## src/rtl/bcd_reg_scan_ctrl_if.sv

```systemverilog
`default_nettype none
// +--------------------------------------------------------------------------+
// | bcd_reg_scan_ctrl_if : start/status, RTC read and shadow-write signals    |
// | Rev 1.0                                                                   |
// +--------------------------------------------------------------------------+
interface bcd_reg_scan_ctrl_if #(
  parameter int NREG = 7
) ();
  logic            start;
  logic            busy;
  logic            done;
  logic            rd_req;
  logic [7:0]      rd_addr;
  logic            rd_ack;
  logic [7:0]      rd_data;
  logic            bin_we;
  logic [2:0]      bin_addr;
  logic [6:0]      bin_data;
  logic [NREG-1:0] err_bcd;
  logic [NREG-1:0] err_tmo;

  modport master (
    input  start, rd_ack, rd_data,
    output busy, done, rd_req, rd_addr, bin_we, bin_addr, bin_data, err_bcd, err_tmo
  );

  modport slave (
    output start, rd_ack, rd_data,
    input  busy, done, rd_req, rd_addr, bin_we, bin_addr, bin_data, err_bcd, err_tmo
  );
endinterface
`default_nettype wire

```

## src/rtl/bcd_reg_scan_ctrl.sv

```systemverilog
`default_nettype none
// +--------------------------------------------------------------------------+
// | bcd_reg_scan_ctrl : scans packed-BCD RTC registers into a binary shadow   |
// | Rev 1.0                                                                   |
// +--------------------------------------------------------------------------+
module bcd_reg_scan_ctrl #(
  parameter int         NREG      = 7,
  parameter logic [7:0] BASE_ADDR = 8'h00,
  parameter int         TIMEOUT   = 255
) (
  input  wire logic            clk,
  input  wire logic            reset,
  bcd_reg_scan_ctrl_if.master  bus
);

  typedef enum logic [2:0] {
    S_IDLE  = 3'd0,
    S_REQ   = 3'd1,
    S_WAIT  = 3'd2,
    S_CONV  = 3'd3,
    S_WRITE = 3'd4,
    S_DONE  = 3'd5
  } state_t;

  localparam logic [2:0] LAST_IDX = 3'(NREG - 1);
  localparam logic [7:0] TMO_LAST = 8'(TIMEOUT - 1);

  state_t     state;
  logic [2:0] idx;
  logic [7:0] timer;
  logic [7:0] rd_byte;

  logic [3:0] tens;
  logic [3:0] units;
  logic       bad;
  logic [6:0] result;
  logic       advance;
  logic [7:0] next_addr;

  // tens*10 built from shifts so the shared conversion stays adder-only
  always_comb begin
    tens   = rd_byte[7:4];
    units  = rd_byte[3:0];
    bad    = (tens > 4'd9) || (units > 4'd9);
    result = {3'b000, units} + {2'b00, tens, 1'b0} + {tens, 3'b000};
  end

  // Leaving a register happens either after its write or on an ack timeout
  assign advance   = (state == S_WRITE) ||
                     ((state == S_WAIT) && !bus.rd_ack && (timer == TMO_LAST));
  assign next_addr = BASE_ADDR + 8'(idx) + 8'd1;

  always_ff @(posedge clk or posedge reset) begin
    if (reset) begin
      state        <= S_IDLE;
      idx          <= '0;
      timer        <= '0;
      rd_byte      <= '0;
      bus.busy     <= 1'b0;
      bus.done     <= 1'b0;
      bus.rd_req   <= 1'b0;
      bus.rd_addr  <= '0;
      bus.bin_we   <= 1'b0;
      bus.bin_addr <= '0;
      bus.bin_data <= '0;
      bus.err_bcd  <= '0;
      bus.err_tmo  <= '0;
    end else begin
      bus.rd_req <= 1'b0;
      bus.bin_we <= 1'b0;
      bus.done   <= 1'b0;
      case (state)
        S_IDLE: begin
          if (bus.start) begin
            bus.err_bcd <= '0;
            bus.err_tmo <= '0;
            idx         <= '0;
            bus.rd_req  <= 1'b1;
            bus.rd_addr <= BASE_ADDR;
            bus.busy    <= 1'b1;
            state       <= S_REQ;
          end
        end
        S_REQ: begin
          timer <= '0;
          state <= S_WAIT;
        end
        S_WAIT: begin
          if (bus.rd_ack) begin
            rd_byte <= bus.rd_data;
            state   <= S_CONV;
          end else if (timer == TMO_LAST) begin
            bus.err_tmo[idx] <= 1'b1;
          end else begin
            timer <= timer + 8'd1;
          end
        end
        S_CONV: begin
          if (bad) begin
            bus.err_bcd[idx] <= 1'b1;
          end
          bus.bin_data <= bad ? 7'd0 : result;
          bus.bin_addr <= idx;
          bus.bin_we   <= 1'b1;
          state        <= S_WRITE;
        end
        S_WRITE: begin
        end
        S_DONE: begin
          bus.busy <= 1'b0;
          state    <= S_IDLE;
        end
        default: begin
          bus.busy <= 1'b0;
          state    <= S_IDLE;
        end
      endcase

      if (advance) begin
        if (idx == LAST_IDX) begin
          bus.done <= 1'b1;
          state    <= S_DONE;
        end else begin
          idx         <= idx + 3'd1;
          bus.rd_req  <= 1'b1;
          bus.rd_addr <= next_addr;
          state       <= S_REQ;
        end
      end
    end
  end

endmodule
`default_nettype wire

```

## src/flat_wrapper.sv

```systemverilog
// flat-port wrapper written by rule: the top's interface ports become plain ports
module bcd_reg_scan_ctrl_flat 
#(
  parameter int         NREG      = 7,
  parameter logic [7:0] BASE_ADDR = 8'h00,
  parameter int         TIMEOUT   = 255
)
  (clk, reset, bus_start, bus_rd_ack, bus_rd_data, bus_busy, bus_done, bus_rd_req, bus_rd_addr, bus_bin_we, bus_bin_addr, bus_bin_data, bus_err_bcd, bus_err_tmo);
  bcd_reg_scan_ctrl_if #(.NREG(NREG)) bus_i ();
  input  wire logic clk;
  input  wire logic reset;
  input wire logic [$bits(bus_i.start)-1:0] bus_start;
  input wire logic [$bits(bus_i.rd_ack)-1:0] bus_rd_ack;
  input wire logic [$bits(bus_i.rd_data)-1:0] bus_rd_data;
  output wire logic [$bits(bus_i.busy)-1:0] bus_busy;
  output wire logic [$bits(bus_i.done)-1:0] bus_done;
  output wire logic [$bits(bus_i.rd_req)-1:0] bus_rd_req;
  output wire logic [$bits(bus_i.rd_addr)-1:0] bus_rd_addr;
  output wire logic [$bits(bus_i.bin_we)-1:0] bus_bin_we;
  output wire logic [$bits(bus_i.bin_addr)-1:0] bus_bin_addr;
  output wire logic [$bits(bus_i.bin_data)-1:0] bus_bin_data;
  output wire logic [$bits(bus_i.err_bcd)-1:0] bus_err_bcd;
  output wire logic [$bits(bus_i.err_tmo)-1:0] bus_err_tmo;
  assign bus_i.start = bus_start;
  assign bus_i.rd_ack = bus_rd_ack;
  assign bus_i.rd_data = bus_rd_data;
  assign bus_busy = bus_i.busy;
  assign bus_done = bus_i.done;
  assign bus_rd_req = bus_i.rd_req;
  assign bus_rd_addr = bus_i.rd_addr;
  assign bus_bin_we = bus_i.bin_we;
  assign bus_bin_addr = bus_i.bin_addr;
  assign bus_bin_data = bus_i.bin_data;
  assign bus_err_bcd = bus_i.err_bcd;
  assign bus_err_tmo = bus_i.err_tmo;
  bcd_reg_scan_ctrl #(.NREG(NREG), .BASE_ADDR(BASE_ADDR), .TIMEOUT(TIMEOUT)) u_core (.clk(clk), .reset(reset), .bus(bus_i));
endmodule
```

## config.mk

```make
export PLATFORM = sky130hd
export DESIGN_NAME = bcd_reg_scan_ctrl_flat
export DESIGN_NICKNAME = d
export VERILOG_FILES = /design/src/rtl/bcd_reg_scan_ctrl_if.sv /design/src/rtl/bcd_reg_scan_ctrl.sv /design/src/flat_wrapper.sv
export SDC_FILE = /design/constraint.sdc
export NUM_CORES = 1
export LEC_CHECK = 0
export ABC_CLOCK_PERIOD_IN_PS = 2200
export CORE_ASPECT_RATIO = 1.2
export CORE_UTILIZATION = 49
export CTS_BUF_LIST = sky130_fd_sc_hd__clkbuf_4
export DETAILED_ROUTE_END_ITERATION = 16
export PLACE_DENSITY = 0.78
export SYNTH_ARGS = -nofsm -noshare
export SYNTH_HDL_FRONTEND = slang
export SYNTH_SLANG_ARGS = --single-unit
```

## constraint.sdc

```tcl
create_clock -name clk -period 2.2 [get_ports clk]
set_clock_uncertainty 0.1 [all_clocks]
set_input_delay 0.22 -clock clk [delete_from_list [all_inputs] [get_ports clk]]
set_output_delay 0.22 -clock clk [all_outputs]
set_load 0.05 [all_outputs]
```

Word-level counts from Yosys, hierarchy flattened
Index checks and enable logic that the tools add are counted.
{ "totals": {"memories": 0, "in_bits": 12, "regBits": 58, "out_inout_bits": 36, "mem_bits_ro": 0, "latchBits": 0, "elab_cells": 90, "mem_bits_rw": 0} }
{ "op_classes": {"bitwise": 3, "reduce_logical": 17, "eq_ne": 14, "n_lt_le_gt_ge": 4, "muxes": 34, "n_shift": 0, "addsub": 5, "mul": 0, "div_mod_pow": 0} }
{ "op_table": {"columns": ["op", "count"], "rows": [
  ["$mux 8", 6],
  ["$mux 7", 5],
  ["$pmux 7 s2", 2],
  ["$mux 3", 8],
  ["$pmux 8 s2", 1],
  ["$pmux 3 s5", 1],
  ["$or 7x7->7", 2],
  ["$mux 1", 9],
  ["$reduce_and 3->1", 3],
  ["$add 8x1->8 const B", 1],
  ["$eq 8x8->1 const B", 1],
  ["$gt 4x4->1 const B", 2],
  ["$ne 2x2->1 const B", 4],
  ["$add 7x7->7", 1],
  ["$add 4x5->6", 1],
  ["$eq 3x2->1 const B", 2],
  ["$eq 3x3->1 const B", 2],
  ["$ne 3x2->1 const B", 2],
  ["$reduce_bool 2->1", 3],
  ["$add 3x1->4 const B", 1],
  ["$lt 3x4->1 const B", 1],
  ["$ne 2x1->1 const B", 2],
  ["$reduce_and 2->1", 2],
  ["$reduce_and 4->1", 1],
  ["11 further kinds", 14]
]} }

Longest topological paths before layout
Gate-level depths: netlist (run 1).
{ "depth": {"ltp_word": 8, "ltp_mapped": 9, "ltp_nobuf": 9} }

Worst setup path after synthesis (run 1)
No wires, ideal clock.
{ "synth_path": {"kind": "register to register", "from": "register u_core.rd_byte[1]", "to": "register u_core.bus.bin_data[5]", "setup_time_ns": 0.096, "arrival_ns": 2.143, "path_slack_ns": -0.139, "synth_period_minus_slack_ns": 2.339, "stages_incl_launch_ff": 9, "n_path_buf": 0, "required_ns": 2.004, "cell_sequence": "dfrtp_1 -> ha_1 -> fa_1 -> xor2_1 -> ha_1 -> inv_1 -> fa_1 -> xor2_1 -> o31ai_1"} }
{ "synth_between": {"elab_chain_cells": 3, "elab_cells_between_ends": 5, "cone_classes": "add/sub (2); order compare (1); mux (1); reduce/logical (1)"} }
{ "synth_rtl": {"columns": ["item", "line", "text"], "rows": [
  ["start: declaration", "bcd_reg_scan_ctrl.sv:31", "logic [7:0] rd_byte;"],
  ["start signal: assignment", "bcd_reg_scan_ctrl.sv:90", "rd_byte <= bus.rd_data;"],
  ["$add 4x5->6 or $gt 4x4->1 (tied branches)", "bcd_reg_scan_ctrl.sv:45, bcd_reg_scan_ctrl.sv:44", null],
  ["$add 7x7->7 or $logic_or 1x1->1 (tied branches)", "bcd_reg_scan_ctrl.sv:45, bcd_reg_scan_ctrl.sv:44", null],
  ["$mux 7 (*)", "bcd_reg_scan_ctrl.sv:102", "bus.bin_data <= bad ? 7'd0 : result;"],
  ["end signal: assignment", "bcd_reg_scan_ctrl.sv:102", null],
  ["end: declaration", "bcd_reg_scan_ctrl_if.sv:24", "output busy, done, rd_req, rd_addr, bin_we, bin_addr, bin_data, err_bcd, err_tmo"]
]} }
Mark *: on every way between the ends. The rest lies on a longest branch, timed or not.
A chain may end at the register's enable or synchronous reset.

Worst setup path after layout (run 1)
{ "layout_path": {"from": "register u_core.rd_byte[2]", "to": "register u_core.bus.bin_data[6]"} }
Same word-level chain as after synthesis.

==> flow_summary.html, run 1 <==
<table>
<tr><th>Metric</th><th>Value</th></tr>
<tr><th colspan="2">Status</th></tr>
<tr><td>Outcome</td><td>complete, but fails checks</td></tr>
<tr><td>Failing checks</td><td>negative setup slack</td></tr>
<tr><th colspan="2">Timing</th></tr>
<tr><td>Setup repair after global routing missed its margin</td><td>yes</td></tr>
<tr><td>Setup TNS</td><td>-0.00377 ns</td></tr>
<tr><td>Final number of setup-violating endpoints</td><td>1</td></tr>
<tr><td>Period utilization</td><td>1.00</td></tr>
<tr><td>Worst setup margin</td><td>-0.00377 ns</td></tr>
<tr><td>Final worst path period need</td><td>2.20 ns</td></tr>
<tr><td>Maximum frequency from static timing analysis</td><td>454 MHz</td></tr>
<tr><td>Headroom to the max-slew limit</td><td>0.584</td></tr>
<tr><td>Final worst hold slack</td><td>0.0899 ns</td></tr>
<tr><td>Worst-margin pin slew</td><td>0.615 ns</td></tr>
<tr><td>Number of max-slew violations in the final report</td><td>0</td></tr>
<tr><td>Hold Vio Cnt, Final</td><td>0</td></tr>
<tr><th colspan="2">Drt</th></tr>
<tr><td>Detail-routed net length per standard cell</td><td>15.3 um</td></tr>
<tr><td>Initial DRC count</td><td>94</td></tr>
<tr><td>ANT nets after route</td><td>0</td></tr>
<tr><td>Vias after detailed routing</td><td>2128</td></tr>
<tr><td>Total Routed Length</td><td>5780 um</td></tr>
<tr><td>Drt via density</td><td>5.64</td></tr>
<tr><td>DRC errors left</td><td>0</td></tr>
<tr><td>Number of iterations in the first detailed-routing pass</td><td>4</td></tr>
<tr><th colspan="2">Yosys</th></tr>
<tr><td>Main flop type after synthesis</td><td>sky130_fd_sc_hd__dfrtp_1</td></tr>
<tr><td>Avg Synthesized Cell Area</td><td>11.3 sq um</td></tr>
<tr><td>Mapped Area</td><td>0.00266 sq mm</td></tr>
<tr><td>#FFs+latches synth</td><td>58</td></tr>
<tr><td>Number of nets in the synthesized netlist</td><td>260</td></tr>
<tr><td>Cells after synthesis</td><td>236</td></tr>
<tr><td>Count of flip-flops with a built-in enable after synthesis</td><td>0</td></tr>
<tr><td>FFs w/ async S/R, synth</td><td>1.00</td></tr>
<tr><td>Post-synth cell types</td><td>44</td></tr>
<tr><td>Syn. warnings</td><td>0</td></tr>
<tr><td>Proportion of synthesized chip area in sequential cells</td><td>0.545</td></tr>
<tr><th colspan="2">Critical path</th></tr>
<tr><td>Capture point of the worst reg-to-reg path</td><td>u_core.bus.bin_data[6]</td></tr>
<tr><td>Data arrival, critical path</td><td>2.40 ns</td></tr>
<tr><td>List of cells traversed by the critical path</td><td>ha_1, a21o_1, a21oi_2, xnor2_2, ha_1, a21o_1, a21oi_2, xor2_1, o31ai_1</td></tr>
<tr><td>Required time of the critical path</td><td>2.40 ns</td></tr>
<tr><td>CP Capture Type</td><td>flip-flop</td></tr>
<tr><td>Launching instance or port of the critical path</td><td>u_core.rd_byte[2]</td></tr>
<tr><td>Sum of buffers and inverters on the critical path</td><td>0</td></tr>
<tr><td>CP Class</td><td>flip-flop to flip-flop</td></tr>
<tr><td>Cell family contributing the most delay on the critical path</td><td>compound AO/OA/AOI/OAI gates</td></tr>
<tr><td>Maximum net fanout on the critical path</td><td>2</td></tr>
<tr><td>Critical path startpoint category</td><td>flip-flop</td></tr>
<tr><td>CP peak stage delay</td><td>0.40 ns</td></tr>
<tr><td>Count of cells along the worst register-to-register path</td><td>9</td></tr>
<tr><td>Cell with the largest stage delay on the worst path</td><td>sky130_fd_sc_hd__dfrtp_1</td></tr>
<tr><td>Reg-to-reg startpoint</td><td>u_core.rd_byte[2]</td></tr>
<tr><td>Slack of the worst reg-to-reg path</td><td>-0.004 ns</td></tr>
<tr><th colspan="2">Finish</th></tr>
<tr><td>Final standard cell utilization of the core</td><td>0.665</td></tr>
<tr><td>Signed area change from the synthesized netlist to the final layout</td><td>31.4%</td></tr>
<tr><td>Final nets</td><td>334</td></tr>
<tr><td>Ratio of cells with drive above 1 in the final layout</td><td>0.187</td></tr>
<tr><td>Antenna cells</td><td>0</td></tr>
<tr><th colspan="2">GRT</th></tr>
<tr><td>Via count of the first global-routing pass</td><td>2134</td></tr>
<tr><td>Maximum number of pins on one net before global-route repair</td><td>59</td></tr>
<tr><td>Overall Global Routing Usage</td><td>0.224</td></tr>
<tr><td>Antenna violations before repair</td><td>0</td></tr>
<tr><td>Total overflow reported by the global router</td><td>0</td></tr>
<tr><td>Global-route wire length before repair</td><td>9720 um</td></tr>
<tr><th colspan="2">Floorplanning</th></tr>
<tr><td>Chip height</td><td>82.8 um</td></tr>
<tr><td>Num ports</td><td>48</td></tr>
<tr><td>Std-Cell Rows</td><td>29</td></tr>
<tr><td>Initial cell density of the core</td><td>0.506</td></tr>
<tr><td>DIE AREA</td><td>0.00574 sq mm</td></tr>
<tr><td>Core footprint</td><td>0.00526 sq mm</td></tr>
<tr><td>Die width</td><td>69.3 um</td></tr>
<tr><th colspan="2">Power and ir drop</th></tr>
<tr><td>Final Total Pwr</td><td>4.50 mW</td></tr>
<tr><td>Standby leakage power</td><td>1.58 nW</td></tr>
<tr><td>VDD IR max</td><td>0.880 mV</td></tr>
<tr><td>Cell area power density</td><td>1290 mW/mm^2</td></tr>
<tr><th colspan="2">Clock tree</th></tr>
<tr><td>Clock transition time at the flip-flop clock pins of the worst setup and hold paths</td><td>0.10 ns</td></tr>
<tr><td>CTS sink count</td><td>58</td></tr>
<tr><td>CTS tree</td><td>yes</td></tr>
<tr><td>Worst skew pair latency</td><td>0.39 ns</td></tr>
<tr><td># H-tree levels</td><td>3</td></tr>
<tr><td>Number of buffers inserted during clock tree synthesis</td><td>9</td></tr>
<tr><td>Worst-case clock buffer depth</td><td>2</td></tr>
<tr><td>Buffer cell driving the clock tree root</td><td>sky130_fd_sc_hd__clkbuf_4</td></tr>
<tr><th colspan="2">Run</th></tr>
<tr><td>Max-capacitance violation count</td><td>0</td></tr>
<tr><th colspan="2">Placed design</th></tr>
<tr><td>Number of port buffers</td><td>47</td></tr>
<tr><td>Final estimated routing congestion in global placement</td><td>0.823</td></tr>
<tr><td>Post-DP HPWL</td><td>4200 um</td></tr>
<tr><th colspan="2">Min path</th></tr>
<tr><td>Path category of the worst min-delay check</td><td>primary input to async pin</td></tr>
</table>
repair_timing:
| item | 4_1_cts | 5_1_grt |
|---|---|---|
| hold endpoints to repair | 0 | 0 |
| pin swaps | 8 | 10 |
| buffers inserted | 1 | 1 |
| gates resized for setup | 4 | 1 |
| hold buffers | 0 | 0 |
| endpoints found under the setup margin | 3 | 3 |
metrics by stage:
step           cell area, sq um  instances  setup WS, ns
6_report                   3500        377      -0.00377
5_1_grt                    3500        377        -0.158
3_3_place_gp               3370        359     0.0000955
3_5_place_dp               3370        359       -0.0859
2_1_floorplan              2670        236       0.00861
4_1_cts                    3480        376       -0.0155
tightest hold or removal path: cells and delay by family:
kind,cells,cell delay (ns)
buffers and inverters,3,0.76
synth_stat cells (3+ instances only):
cell type                   n  share of area
sky130_fd_sc_hd__a21oi_1   12          0.023
sky130_fd_sc_hd__a22o_1     9          0.030
sky130_fd_sc_hd__a32o_1     5          0.019
sky130_fd_sc_hd__and3_1     5          0.012
sky130_fd_sc_hd__clkbuf_1   5         0.0070
sky130_fd_sc_hd__dfrtp_1   58           0.54
sky130_fd_sc_hd__ha_1      10          0.047
sky130_fd_sc_hd__inv_1      8          0.011
sky130_fd_sc_hd__mux2_2     8          0.034
sky130_fd_sc_hd__nand2_1   31          0.044
sky130_fd_sc_hd__nand3_1    6          0.011
sky130_fd_sc_hd__nor2_1     7         0.0099
sky130_fd_sc_hd__o21ai_0   18          0.034
sky130_fd_sc_hd__o31ai_1    5          0.014
sky130_fd_sc_hd__or3_1      3         0.0070
sky130_fd_sc_hd__xnor2_1    3         0.0099
sky130_fd_sc_hd__xor2_1     4          0.013
per-layer routing:
layer	wire, um	part of all wire	vias to the layer above	track usage
li1	-	-	1011	-
met1	2400	0.41	1050	0.255
met2	3020	0.52	60	0.400
met3	279	0.048	7	0.0459
met4	82	0.014	0	0.122
met5	0	0	-	0
area by class of cell:
cell class	count	area, sq um
clock inverter	6	23.8
clock buffer	10	75.1
inverter	9	33.8
multi-input combinational	160	1160
fill	411	1760
sequential	58	1450
timing repair buffer	72	674
tap	62	77.6
how the worst max path moves through the flow:
stage | end | slack [ns] | cells past startpoint
6_report | u_core.bus.bin_data[6] | -0.004 | 9
3_3_place_gp | u_core.bus.bin_data[6] | 0.0001 | 9
2_1_floorplan | u_core.bus.bin_data[6] | 0.009 | 9
4_1_cts | u_core.bus.bin_data[5] | -0.02 | 8
3_5_place_dp | u_core.bus.bin_data[5] | -0.09 | 8
5_1_grt | u_core.bus.bin_data[6] | -0.16 | 9
report_power, final:
group          switching, mW  total [mW]  internal, mW
registers              0.223        1.54          1.32
clock network          0.380       0.605         0.225
logic                   1.35        2.35         0.999
placed cells by master (no fill, tap or decap), types with 3 or more instances in the layout:
| cell | Yosys | routed |
|---|---|---|
| sky130_fd_sc_hd__mux2_2 | 8 | 8 |
| sky130_fd_sc_hd__nor2_1 | 7 | 7 |
| sky130_fd_sc_hd__clkdlybuf4s50_1 | 0 | 47 |
| sky130_fd_sc_hd__a21oi_1 | 12 | 10 |
| sky130_fd_sc_hd__clkbuf_4 | 0 | 10 |
| sky130_fd_sc_hd__a22o_1 | 9 | 9 |
| sky130_fd_sc_hd__o21ai_0 | 18 | 18 |
| sky130_fd_sc_hd__o31ai_1 | 5 | 5 |
| sky130_fd_sc_hd__a32o_1 | 5 | 5 |
| sky130_fd_sc_hd__dfrtp_1 | 58 | 58 |
| sky130_fd_sc_hd__xor2_1 | 4 | 4 |
| sky130_fd_sc_hd__nand3_1 | 6 | 6 |
| sky130_fd_sc_hd__inv_1 | 8 | 6 |
| sky130_fd_sc_hd__ha_1 | 10 | 8 |
| sky130_fd_sc_hd__clkinv_1 | 1 | 6 |
| sky130_fd_sc_hd__and3_1 | 5 | 5 |
| sky130_fd_sc_hd__or3_1 | 3 | 3 |
| sky130_fd_sc_hd__nand2_1 | 31 | 31 |
| sky130_fd_sc_hd__buf_4 | 1 | 23 |
state kept, by name, summed over array words and instances (netlist names):
register	flops
u_core.idx	3
u_core.rd_byte	8
u_core.bus.busy	1
u_core.timer	8
u_core.bus.bin_addr	3
u_core.state	3
u_core.bus.bin_we	1
u_core.bus.err_bcd	7
u_core.bus.done	1
u_core.bus.bin_data	7
u_core.bus.rd_req	1
u_core.bus.err_tmo	7
u_core.bus.rd_addr	8
logic make-up after synthesis:
logic type                 synth area share
and+or+nand+nor                       0.144
AOI/OAI and AO/OA                     0.157
DFF                                   0.545
buffers and inverters                0.0277
adders and majority gates            0.0620
muxes                                0.0413
xor gates and xnor gates             0.0230
Note: power is estimated with default switching activity, not from simulation.
==> run 2: changes to the inputs <==
--- a/config.mk
+++ b/config.mk
@@ -5,11 +5,11 @@
 export SDC_FILE = /design/constraint.sdc
 export NUM_CORES = 1
 export LEC_CHECK = 0
-export ABC_CLOCK_PERIOD_IN_PS = 2200
 export CORE_ASPECT_RATIO = 1.2
 export CORE_UTILIZATION = 49
 export CTS_BUF_LIST = sky130_fd_sc_hd__clkbuf_4
 export DETAILED_ROUTE_END_ITERATION = 16
+export GPL_ROUTABILITY_DRIVEN = 0
 export PLACE_DENSITY = 0.78
 export SYNTH_ARGS = -nofsm -noshare
 export SYNTH_HDL_FRONTEND = slang
==> results of run 2 <==
The final DEF is identical to that of run 1; final timing and power are the same.
==> run 3: changes to the inputs <==
--- a/config.mk
+++ b/config.mk
@@ -6,9 +6,10 @@
 export NUM_CORES = 1
 export LEC_CHECK = 0
 export CORE_ASPECT_RATIO = 1.2
-export CORE_UTILIZATION = 49
+export CORE_UTILIZATION = 59
 export CTS_BUF_LIST = sky130_fd_sc_hd__clkbuf_4
 export DETAILED_ROUTE_END_ITERATION = 16
+export DONT_BUFFER_PORTS = 1
 export GPL_ROUTABILITY_DRIVEN = 0
 export PLACE_DENSITY = 0.78
 export SYNTH_ARGS = -nofsm -noshare
==> run 3 against run 2 <==
The flow still finishes with violations (negative setup slack). Register-to-register slack worse by 0.05 ns. Critical path depth is 1 lower. Global-route usage is 4.8 points higher. Combinational power is 27% lower. Non-clock buffer count is 40 lower. Sequential share of layout area is 5.4 points higher. Worst hold slack worse by 0.0062 ns. Clock power is 1% lower. Setup slack worse by 0.054 ns. Total power is 5.9% lower. Utilization is 5.6 points higher.
==> flow_summary.html, run 3 (synthesis results as in run 1) <==
<table>
<tr><th>Metric</th><th>Value</th></tr>
<tr><th colspan="2">Timing</th></tr>
<tr><td>Hold Vio Cnt, Final</td><td>0 (unchanged)</td></tr>
<tr><td>Final number of setup-violating endpoints</td><td>2 (+1)</td></tr>
<tr><td>Worst-margin pin slew</td><td>0.639 ns (+0.0234 ns)</td></tr>
<tr><td>Period utilization</td><td>1.03 (+0.0245)</td></tr>
<tr><td>Maximum frequency from static timing analysis</td><td>443 MHz (-2.4%)</td></tr>
<tr><td>Number of max-slew violations in the final report</td><td>0 (unchanged)</td></tr>
<tr><td>Final worst hold slack</td><td>0.0837 ns (-0.00616 ns)</td></tr>
<tr><td>Headroom to the max-slew limit</td><td>0.568 (-0.0158)</td></tr>
<tr><td>Final worst path period need</td><td>2.26 ns (+0.0539 ns)</td></tr>
<tr><td>Setup repair after global routing missed its margin</td><td>yes</td></tr>
<tr><td>Worst setup margin</td><td>-0.0577 ns (-0.0539 ns)</td></tr>
<tr><th colspan="2">Clock tree</th></tr>
<tr><td>CTS tree</td><td>yes</td></tr>
<tr><td>Clock transition time at the flip-flop clock pins of the worst setup and hold paths</td><td>0.10 ns (about the same)</td></tr>
<tr><td>Worst-case clock buffer depth</td><td>2 (unchanged)</td></tr>
<tr><td>Number of buffers inserted during clock tree synthesis</td><td>9 (unchanged)</td></tr>
<tr><td>Buffer cell driving the clock tree root</td><td>sky130_fd_sc_hd__clkbuf_4</td></tr>
<tr><td># H-tree levels</td><td>3 (unchanged)</td></tr>
<tr><td>Worst skew pair latency</td><td>0.41 ns (+0.02 ns)</td></tr>
<tr><td>CTS sink count</td><td>58 (unchanged)</td></tr>
<tr><th colspan="2">GRT</th></tr>
<tr><td>Antenna violations before repair</td><td>0 (unchanged)</td></tr>
<tr><td>Met1 track demand over resource</td><td>0.315 (+0.0601)</td></tr>
<tr><td>Maximum number of pins on one net before global-route repair</td><td>30 (-49%)</td></tr>
<tr><td>Top Usage Layer GRT</td><td>met2</td></tr>
<tr><td>Global-route wire length before repair</td><td>9550 um (-1.8%)</td></tr>
<tr><td>Via count of the first global-routing pass</td><td>1999 (-6.3%)</td></tr>
<tr><td>Global routing met3 resource utilization</td><td>0.0734 (+0.0275)</td></tr>
<tr><td>Overall Global Routing Usage</td><td>0.272 (+0.0479)</td></tr>
<tr><td>Met2 track demand over resource</td><td>0.485 (+0.0846)</td></tr>
<tr><td>Total overflow reported by the global router</td><td>0 (unchanged)</td></tr>
<tr><th colspan="2">Power and ir drop</th></tr>
<tr><td>VDD IR max</td><td>1.13 mV (+28%)</td></tr>
<tr><td>Cell area power density</td><td>1370 mW/mm^2 (+6.4%)</td></tr>
<tr><td>Standby leakage power</td><td>1.43 nW (-9.3%)</td></tr>
<tr><th colspan="2">Critical path</th></tr>
<tr><td>Capture point of the worst reg-to-reg path</td><td>u_core.bus.bin_data[5]</td></tr>
<tr><td>Count of cells along the worst register-to-register path</td><td>8 (-1)</td></tr>
<tr><td>Sum of buffers and inverters on the critical path</td><td>1 (+1)</td></tr>
<tr><td>Critical path depth in cells</td><td>8 (-1)</td></tr>
<tr><td>Timing endpoint of the critical path</td><td>u_core.bus.bin_data[5]</td></tr>
<tr><td>Cell family contributing the most delay on the critical path</td><td>adder cells</td></tr>
<tr><td>Critical path startpoint category</td><td>flip-flop</td></tr>
<tr><td>Slack of the worst reg-to-reg path</td><td>-0.06 ns (-0.05 ns)</td></tr>
<tr><td>CP Class</td><td>flip-flop to flip-flop</td></tr>
<tr><td>Cell with the largest stage delay on the worst path</td><td>sky130_fd_sc_hd__dfrtp_1</td></tr>
<tr><td>List of cells traversed by the critical path</td><td>ha_2, fa_2, xor2_1, ha_2, inv_2, fa_2, xor2_1, o31ai_1</td></tr>
<tr><td>CP Capture Type</td><td>flip-flop</td></tr>
<tr><td>Launching instance or port of the critical path</td><td>u_core.rd_byte[4]</td></tr>
<tr><td>Required time of the critical path</td><td>2.40 ns (about the same)</td></tr>
<tr><td>CP peak stage delay</td><td>0.40 ns (about the same)</td></tr>
<tr><td>Reg-to-reg startpoint</td><td>u_core.rd_byte[4]</td></tr>
<tr><td>Data arrival, critical path</td><td>2.46 ns (+0.06 ns)</td></tr>
<tr><td>Maximum net fanout on the critical path</td><td>2 (unchanged)</td></tr>
<tr><th colspan="2">Floorplanning</th></tr>
<tr><td>DIE AREA</td><td>0.00479 sq mm (-17%)</td></tr>
<tr><td>Std-Cell Rows</td><td>26 (-10%)</td></tr>
<tr><td>Die width</td><td>63.3 um (-8.6%)</td></tr>
<tr><td>Chip height</td><td>75.6 um (-8.7%)</td></tr>
<tr><td>Core footprint</td><td>0.00429 sq mm (-18%)</td></tr>
<tr><td>Num ports</td><td>48 (unchanged)</td></tr>
<tr><td>Initial cell density of the core</td><td>0.620 (+0.114)</td></tr>
<tr><th colspan="2">Run</th></tr>
<tr><td>Max-capacitance violation count</td><td>0 (unchanged)</td></tr>
<tr><th colspan="2">Drt</th></tr>
<tr><td>Total Routed Length</td><td>5780 um (about the same)</td></tr>
<tr><td>DRC errors left</td><td>0 (unchanged)</td></tr>
<tr><td>Drt via density</td><td>5.82 (+3.1%)</td></tr>
<tr><td>Number of iterations in the first detailed-routing pass</td><td>4 (unchanged)</td></tr>
<tr><td>ANT nets after route</td><td>0 (unchanged)</td></tr>
<tr><td>Detail-routed net length per standard cell</td><td>17.5 um (+14%)</td></tr>
<tr><td>Vias after detailed routing</td><td>1926 (-9.5%)</td></tr>
<tr><td>Initial DRC count</td><td>104 (+11%)</td></tr>
<tr><th colspan="2">Finish</th></tr>
<tr><td>Most used cells in the layout excluding fill and tap cells</td><td>sky130_fd_sc_hd__dfrtp_1 (58), sky130_fd_sc_hd__nand2_1 (31), sky130_fd_sc_hd__buf_4 (20)</td></tr>
<tr><td>Regs by FF count</td><td>u_core.bus.rd_addr x8, u_core.rd_byte x8, u_core.timer x8</td></tr>
<tr><td>Commonest non-fill, non-tap cell in the layout</td><td>sky130_fd_sc_hd__dfrtp_1</td></tr>
<tr><td>Ratio of cells with drive above 1 in the final layout</td><td>0.204 (+0.0163)</td></tr>
<tr><td>FILL cells</td><td>338 (-18%)</td></tr>
<tr><td>Signed area change from the synthesized netlist to the final layout</td><td>16.2%</td></tr>
<tr><td>Final nets</td><td>294 (-12%)</td></tr>
<tr><td>Antenna cells</td><td>0 (unchanged)</td></tr>
<tr><th colspan="2">Placed design</th></tr>
<tr><td>Post-DP HPWL</td><td>3880 um (-7.5%)</td></tr>
<tr><td>Pre-CTS WS</td><td>-0.124 ns (-0.0384 ns)</td></tr>
<tr><td>Number of port buffers</td><td>0 (-100%)</td></tr>
<tr><th colspan="2">Status</th></tr>
<tr><td>Failing checks</td><td>negative setup slack</td></tr>
<tr><td>Outcome</td><td>complete, but fails checks</td></tr>
<tr><th colspan="2">Min path</th></tr>
<tr><td>Path category of the worst min-delay check</td><td>primary input to flip-flop</td></tr>
</table>
run 3: timing repair:
item	4_1_cts	5_1_grt
hold endpoints to repair	37	0
buffers inserted	1	0
endpoints found under the setup margin	3	3
hold buffers	11	0
gates resized for setup	3	2
pin swaps	10	11
cloned	0	0
run 3: stage by stage:
| step | utilization | setup TNS (ns) | cell area, sq um | std cells | power [mW] |
|---|---|---|---|---|---|
| 4_1_cts | 0.718 | -0.186 | 3080 | 331 | 4.18 |
| 3_3_place_gp | 0.666 | 0 | 2860 | 303 | 3.47 |
| 2_1_floorplan | - | 0 | 2670 | 236 | 3.04 |
| 5_1_grt | 0.721 | -0.282 | 3100 | 331 | 4.52 |
| 6_report | 0.721 | -0.0937 | 3100 | 331 | 4.23 |
| 3_5_place_dp | 0.666 | -0.222 | 2860 | 303 | 3.54 |
run 3: worst min-delay path by stage:
stage | from | to | cells past startpoint
after global placement | reset | u_core.bus.rd_addr[6] | 1
final | bus_start | u_core.idx[2] | 2
after global routing | bus_start | u_core.state[0] | 3
after floorplan | bus_rd_data[5] | u_core.rd_byte[5] | 2
after detailed placement | reset | u_core.bus.rd_addr[5] | 1
after CTS | bus_start | u_core.idx[2] | 2
run 3: where the power goes:
group | switching, mW | leakage, nW | internal [mW]
sequential | 0.619 | 0.772 | 1.31
clock | 0.374 | 0.0578 | 0.224
combinational | 0.940 | 0.600 | 0.767
run 3: per-layer routing:
layer	wire length [um]	share of wire	vias up
li1	-	-	925
met2	3100	0.54	52
met3	312	0.054	8
met4	79	0.014	0
met5	0	0	-
met1	2290	0.40	941
run 3: area by class of cell:
class / instances / area (sq um) / area share
clock inverters: 6 / 23.8 / 0.00768
well taps: 56 / 70.1 / 0.0226
multi-input cells: 160 / 1170 / 0.378
clock buffers: 10 / 75.1 / 0.0243
flip-flops and latches: 58 / 1450 / 0.469
repair buffers: 32 / 272 / 0.0877
inverters: 9 / 33.8 / 0.0109
